**config.mk**
```make
export PLATFORM = sky130hd
export DESIGN_NAME = param_proc_flat
export DESIGN_NICKNAME = d
export VERILOG_FILES = /design/src/rtl/param_proc_if.sv /design/src/rtl/param_proc.sv /design/src/flat_wrapper.sv
export SDC_FILE = /design/constraint.sdc
export NUM_CORES = 1
export LEC_CHECK = 0
export CAP_MARGIN = 20
export CORE_MARGIN = 4
export CORE_UTILIZATION = 35
export DETAILED_ROUTE_END_ITERATION = 10
export PLACE_DENSITY_LB_ADDON = 0.08
export SLEW_MARGIN = 20
export SYNTH_ARGS = -nofsm -noshare
export SYNTH_HDL_FRONTEND = slang
export SYNTH_SLANG_ARGS = --single-unit
```
**constraint.sdc**
```tcl
create_clock -name clk -period 5.3 [get_ports clk]
set_input_delay 1.325 -clock clk [delete_from_list [all_inputs] [get_ports clk]]
set_output_delay 1.325 -clock clk [all_outputs]
set_load 0.01 [all_outputs]
```
**src/rtl/param_proc_if.sv**
```systemverilog
// Instruction-fetch channel between param_proc (master) and an instruction memory (slave).
// The master holds imem_req/imem_addr steady until the slave answers with imem_valid.
interface param_proc_if #(
    parameter int PC_W = 7
);
    logic            imem_req;
    logic [PC_W-1:0] imem_addr;
    logic            imem_valid;
    logic [15:0]     imem_data;

    modport master (
        output imem_req,
        output imem_addr,
        input  imem_valid,
        input  imem_data
    );

    modport slave (
        input  imem_req,
        input  imem_addr,
        output imem_valid,
        output imem_data
    );
endinterface

```
**src/rtl/param_proc.sv**
```systemverilog
// Purpose: tiny 8-register accumulator-free processor with fetch/execute FSM and Z/N/C/V flags.
// Latency: 2 cycles per instruction minimum (FETCH + EXEC); result_valid pulses the cycle after EXEC.
// Backpressure: FETCH stalls indefinitely with imem_req/imem_addr held until imem_valid=1.
module param_proc #(
    parameter int DATA_W = 16,
    parameter int PC_W   = 7
) (
    input  logic              clk,
    input  logic              rst_n,
    input  logic              start,
    param_proc_if.master      imem,
    output logic [DATA_W-1:0] result,
    output logic              result_valid,
    output logic              zero,
    output logic              negative,
    output logic              carry,
    output logic              overflow,
    output logic [PC_W-1:0]   pc,
    output logic              busy,
    output logic              halted
);

    typedef enum logic [1:0] {IDLE, FETCH, EXEC, HALT} state_t;

    localparam int MSB = DATA_W - 1;

    state_t            state, state_nxt;
    logic [15:0]       ir;
    logic [DATA_W-1:0] rf [8];

    logic [3:0]        opc;
    logic [2:0]        rd, rs1, rs2;
    logic [8:0]        imm9;
    logic [PC_W-1:0]   target;
    logic [DATA_W-1:0] op_a, op_b;
    logic [DATA_W:0]   sum, diff;

    logic [DATA_W-1:0] alu;
    logic              rf_we, flag_we, c_new, v_new, br_take, halt_op;
    logic [PC_W-1:0]   pc_nxt;

    assign opc    = ir[15:12];
    assign rd     = ir[11:9];
    assign rs1    = ir[8:6];
    assign rs2    = ir[5:3];
    assign imm9   = ir[8:0];
    assign target = ir[PC_W-1:0];

    // Operands come from the pre-write register state, so rd==rs1/rs2 is naturally safe.
    assign op_a = rf[rs1];
    assign op_b = rf[rs2];
    assign sum  = {1'b0, op_a} + {1'b0, op_b};
    assign diff = {1'b0, op_a} - {1'b0, op_b};

    always_comb begin
        case (ir[11:10])
            2'b00:   br_take = 1'b1;
            2'b01:   br_take = zero;
            2'b10:   br_take = negative;
            default: br_take = carry;
        endcase
    end

    always_comb begin
        alu     = '0;
        rf_we   = 1'b0;
        flag_we = 1'b0;
        c_new   = 1'b0;
        v_new   = 1'b0;
        halt_op = 1'b0;
        pc_nxt  = pc + PC_W'(1);
        case (opc)
            4'h1: begin
                alu     = sum[MSB:0];
                c_new   = sum[DATA_W];
                v_new   = (op_a[MSB] == op_b[MSB]) && (alu[MSB] != op_a[MSB]);
                rf_we   = 1'b1;
                flag_we = 1'b1;
            end
            4'h2, 4'h9: begin
                alu     = diff[MSB:0];
                c_new   = ~diff[DATA_W];
                v_new   = (op_a[MSB] != op_b[MSB]) && (alu[MSB] != op_a[MSB]);
                rf_we   = (opc == 4'h2);
                flag_we = 1'b1;
            end
            4'h3: begin alu = op_a & op_b; rf_we = 1'b1; flag_we = 1'b1; end
            4'h4: begin alu = op_a | op_b; rf_we = 1'b1; flag_we = 1'b1; end
            4'h5: begin alu = op_a ^ op_b; rf_we = 1'b1; flag_we = 1'b1; end
            4'h6: begin
                alu     = {op_a[MSB-1:0], 1'b0};
                c_new   = op_a[MSB];
                rf_we   = 1'b1;
                flag_we = 1'b1;
            end
            4'h7: begin
                alu     = {1'b0, op_a[MSB:1]};
                c_new   = op_a[0];
                rf_we   = 1'b1;
                flag_we = 1'b1;
            end
            4'h8: begin alu = DATA_W'(imm9); rf_we = 1'b1; end
            4'hA: if (br_take) pc_nxt = target;
            4'hF: begin halt_op = 1'b1; pc_nxt = pc; end
            default: ;
        endcase
    end

    always_comb begin
        state_nxt = state;
        case (state)
            IDLE:    if (start) state_nxt = FETCH;
            FETCH:   if (imem.imem_valid) state_nxt = EXEC;
            EXEC:    state_nxt = halt_op ? HALT : FETCH;
            HALT:    if (start) state_nxt = FETCH;
            default: state_nxt = IDLE;
        endcase
    end

    always_ff @(posedge clk or negedge rst_n) begin
        if (!rst_n) begin
            state        <= IDLE;
            pc           <= '0;
            ir           <= '0;
            result       <= '0;
            result_valid <= 1'b0;
            zero         <= 1'b0;
            negative     <= 1'b0;
            carry        <= 1'b0;
            overflow     <= 1'b0;
            for (int i = 0; i < 8; i++) rf[i] <= '0;
        end else begin
            state        <= state_nxt;
            result_valid <= 1'b0;
            case (state)
                FETCH: if (imem.imem_valid) ir <= imem.imem_data;
                EXEC: begin
                    pc <= pc_nxt;
                    if (rf_we) begin
                        rf[rd]       <= alu;
                        result       <= alu;
                        result_valid <= 1'b1;
                    end
                    if (flag_we) begin
                        zero     <= (alu == '0);
                        negative <= alu[MSB];
                        carry    <= c_new;
                        overflow <= v_new;
                    end
                end
                HALT: if (start) pc <= '0;
                default: ;
            endcase
        end
    end

    assign imem.imem_req  = (state == FETCH);
    assign imem.imem_addr = pc;
    assign busy           = (state == FETCH) || (state == EXEC);
    assign halted         = (state == HALT);

endmodule
```
**src/flat_wrapper.sv**
```systemverilog
// flat-port wrapper written by rule: the top's interface ports become plain ports
module param_proc_flat 
#(
    parameter int DATA_W = 16,
    parameter int PC_W   = 7
)
  (clk, rst_n, start, result, result_valid, zero, negative, carry, overflow, pc, busy, halted, imem_imem_req, imem_imem_addr, imem_imem_valid, imem_imem_data);
  param_proc_if #(.PC_W(PC_W)) imem_i ();
  input  logic clk;
  input  logic rst_n;
  input  logic start;
  output logic [DATA_W-1:0] result;
  output logic result_valid;
  output logic zero;
  output logic negative;
  output logic carry;
  output logic overflow;
  output logic [PC_W-1:0] pc;
  output logic busy;
  output logic halted;
  output wire logic [$bits(imem_i.imem_req)-1:0] imem_imem_req;
  output wire logic [$bits(imem_i.imem_addr)-1:0] imem_imem_addr;
  input wire logic [$bits(imem_i.imem_valid)-1:0] imem_imem_valid;
  input wire logic [$bits(imem_i.imem_data)-1:0] imem_imem_data;
  assign imem_imem_req = imem_i.imem_req;
  assign imem_imem_addr = imem_i.imem_addr;
  assign imem_i.imem_valid = imem_imem_valid;
  assign imem_i.imem_data = imem_imem_data;
  param_proc #(.DATA_W(DATA_W), .PC_W(PC_W)) u_core (.clk(clk), .rst_n(rst_n), .start(start), .imem(imem_i), .result(result), .result_valid(result_valid), .zero(zero), .negative(negative), .carry(carry), .overflow(overflow), .pc(pc), .busy(busy), .halted(halted));
endmodule
```
==> flow_summary.rst <==
.. list-table::
   :header-rows: 1

   * - Metric
     - Value
   * - Result of the run
     - complete, no violations
   * - Final non-filler cell area
     - 13140 sq um
   * - Overflow after GRT
     - 0
   * - Max transition margin
     - 35.99%
   * - Most frequent cell after synthesis
     - dfrtp_1
   * - Maxcap violations
     - 0
   * - Share of the cycle needed by the critical path after routing
     - 93.44%
   * - DIE AREA
     - 35770 sq um
   * - Leading post-synthesis cells by instance count
     - dfrtp_1, nor2_1, a21oi_1
   * - Slew Viols, Final
     - 0
   * - CORE AREA
     - 32450 sq um
   * - Flop and latch count out of synthesis
     - 174
   * - Time the worst path needs with I/O delays and setup
     - 4952 ps
   * - Placed wire-length estimate after detailed placement
     - 26130 um
   * - Critical path fanouts, max
     - 14
   * - Core Rows
     - 66
   * - Top-area cell type share of the netlist area
     - 37.92%
   * - TritonCTS clock tree
     - yes
   * - Summed negative setup slack over all endpoints
     - 0 ps
   * - Starting Density
     - 35.38%
   * - Clock tree root driver cell
     - clkbuf_16
   * - Buffer levels on the longest clock path
     - 2
   * - Post-Syn Nets
     - 1200
   * - Share of cells above drive strength 1
     - 19.28%
   * - Filler Cell Count
     - 3178
   * - Worst-margin pin slew
     - 960.2 ps
   * - Total clock sinks
     - 174
   * - Type of element capturing the critical path
     - flop
   * - Hold Vio Cnt, Final
     - 0
   * - Cell area after placement
     - 12550 sq um
   * - Vias per Instance
     - 5.547
   * - CTS buffer count
     - 17
   * - HP Class
     - flop to flop
   * - Synth Cell Area
     - 11480 sq um
   * - Proportion of synthesized chip area in sequential cells
     - 37.92%
   * - Main synth FF type
     - dfrtp_1
   * - Setup bufs post-CTS
     - 0
   * - Final Worst Setup Slack
     - 347.7 ps
   * - Number of resized instances in the post-cts repair step
     - 0
   * - Wire length of the first global-routing pass
     - 56710 um
   * - Placer congestion estimate
     - 0.8910
   * - Number of top-level design ports
     - 58
   * - Antenna diode count
     - 0
   * - Clk Latency, worst-skew pair
     - 450 ps
   * - Clock slew seen by the registers of the worst setup and hold paths
     - 80 ps
   * - Synthesized netlist cell count
     - 1123
   * - CP Data Arrival Time
     - 5250 ps
   * - Post-synthesis to final-layout area growth
     - 14.43%
   * - Global-route usage over all layers
     - 20.67%
   * - Vertical die dimension
     - 189.1 um
   * - Largest net degree at the start of global routing
     - 68
   * - Per-instance average area after synthesis
     - 10.23 sq um
   * - Number of nets with antenna violations after routing
     - 0
   * - FFs w/ async S/R, synth
     - 100.0%
   * - Final setup fails
     - 0
   * - Unrepaired setup endpoints after global routing
     - false
   * - Setup crit start kind
     - flop
   * - Number of antenna violations at the first check in global routing
     - 0
   * - Nets
     - 1236
   * - Synth area leader
     - dfrtp_1
   * - Clock H-tree levels
     - 4
   * - Path type of the worst setup path
     - flop to flop
   * - Detailed-router iteration count before antenna repair
     - 5
   * - Total detailed-routing wirelength
     - 36410 um
   * - Fmax achieved
     - 201.9 MHz
   * - EDFF count, synth
     - 0
   * - Die X
     - 189.1 um
   * - Port Buffers
     - 57
   * - Vias after detailed routing
     - 8953
   * - Vias in the first global route
     - 9059
   * - Yosys Warn Count
     - 0
   * - Layout Skew
     - 16.42 ps
   * - Post-route worst hold slack
     - 479.7 ps
   * - Count of hold-fix buffers inserted at cts
     - 0
   * - Mean routed wirelength per cell
     - 22.56 um
   * - FF/Latch Area
     - 4357 sq um
   * - # DRC
     - 0
   * - Synth cell types
     - 81
   * - Area used by multi-input combinational logic
     - 6510 sq um
   * - Top area cells in the synthesized netlist
     - dfrtp_1, mux4_2, ha_1, a21oi_1, mux2_2
   * - Pre-CTS setup slack
     - 432.2 ps
   * - Initial DRC Count
     - 539
   * - Worst path required time
     - 5600 ps
## area by class of cell
class	count	area share, %
inverter	54	1.543
tap	442	4.209
clock inverter	15	1.219
sequential	174	33.16
timing repair buffer	105	7.094
multi-input combinational	807	49.54
clock buffer	17	3.237
## per-stage QoR
step,utilization (%),instances
after floorplan,-,1123
after global placement,38.67,1582
after detailed placement,38.68,1582
after CTS,40.49,1614
after global routing,40.49,1614
final,40.49,1614
## metal layers
metal  GRT usage, %  vias up  wire [um]
met5              0        -          0
met4          5.101        0        577
met3          3.743       25       1630
met2          32.81      195      17210
met1          29.49     4536      17000
li1               -     4197          -
## state kept, by name, summed over array words and instances, names as in the netlist
register	count
u_core.rf	128
u_core.ir	16
u_core.result	16
u_core.imem.imem_addr	7
u_core.state	2
u_core.carry	1
u_core.negative	1
u_core.overflow	1
u_core.result_valid	1
u_core.zero	1
## layout by cell type (no fill, tap or decap), types with 8 or more instances in the layout
cell             instances
mux2_2                  48
a221oi_1                12
clkdlybuf4s50_1         56
o21ai_0                 81
clkbuf_16               17
nor2b_1                  8
dfrtp_1                172
mux4_1                   8
a31oi_1                  8
mux2i_1                 39
nor3_1                  11
a21o_1                  10
inv_1                   51
a21oi_1                110
nand2_1                 78
o221ai_1                11
nor2_1                 111
nand2b_1                 9
and3_1                   8
nand3_1                 11
mux4_2                  48
buf_4                   48
ha_1                    55
## critical path, cell delays in order, from the launching register on
cell      delay, ps
dfrtp_1         810
mux4_1          650
mux2_2          340
inv_1           160
ha_1            380
and2_1          230
a221oi_1        420
a211oi_1        140
o41a_1          450
a31o_2          310
nand4_1         100
o211ai_1         90
a41oi_1         170
and3_1          280
buf_4           200
a21oi_1          80
## path summary, 6_finish.rpt
check	slack (ps)	start	cells past startpoint	to
min in group asynchronous	880	rst_n	1	u_core.state[0]$_DFFE_PN0P_
min reg2reg	480	u_core.result[0]$_DFFE_PN0P_	2	u_core.result[0]$_DFFE_PN0P_
min	480	u_core.result[0]$_DFFE_PN0P_	2	u_core.result[0]$_DFFE_PN0P_
max	350	u_core.ir[7]$_DFFE_PN0P_	15	u_core.rf[47]$_DFFE_PN0P_
max reg2reg	350	u_core.ir[7]$_DFFE_PN0P_	15	u_core.rf[47]$_DFFE_PN0P_
max in group asynchronous	3370	rst_n	2	u_core.rf[92]$_DFFE_PN0P_
## kinds of logic after synthesis
logic type	Yosys count	share of synthesized area, %
and+or+nand+nor	286	11.66
muxes	148	20.25
DFF	174	37.92
xor gates and xnor gates	9	0.6865
buffers and inverters	142	5.840
AOI/OAI and AO/OA	307	17.30
adders and majority gates	57	6.341
Power is not shown: default switching activity piles up to over one toggle a cycle in this logic, so the estimate is an artifact.
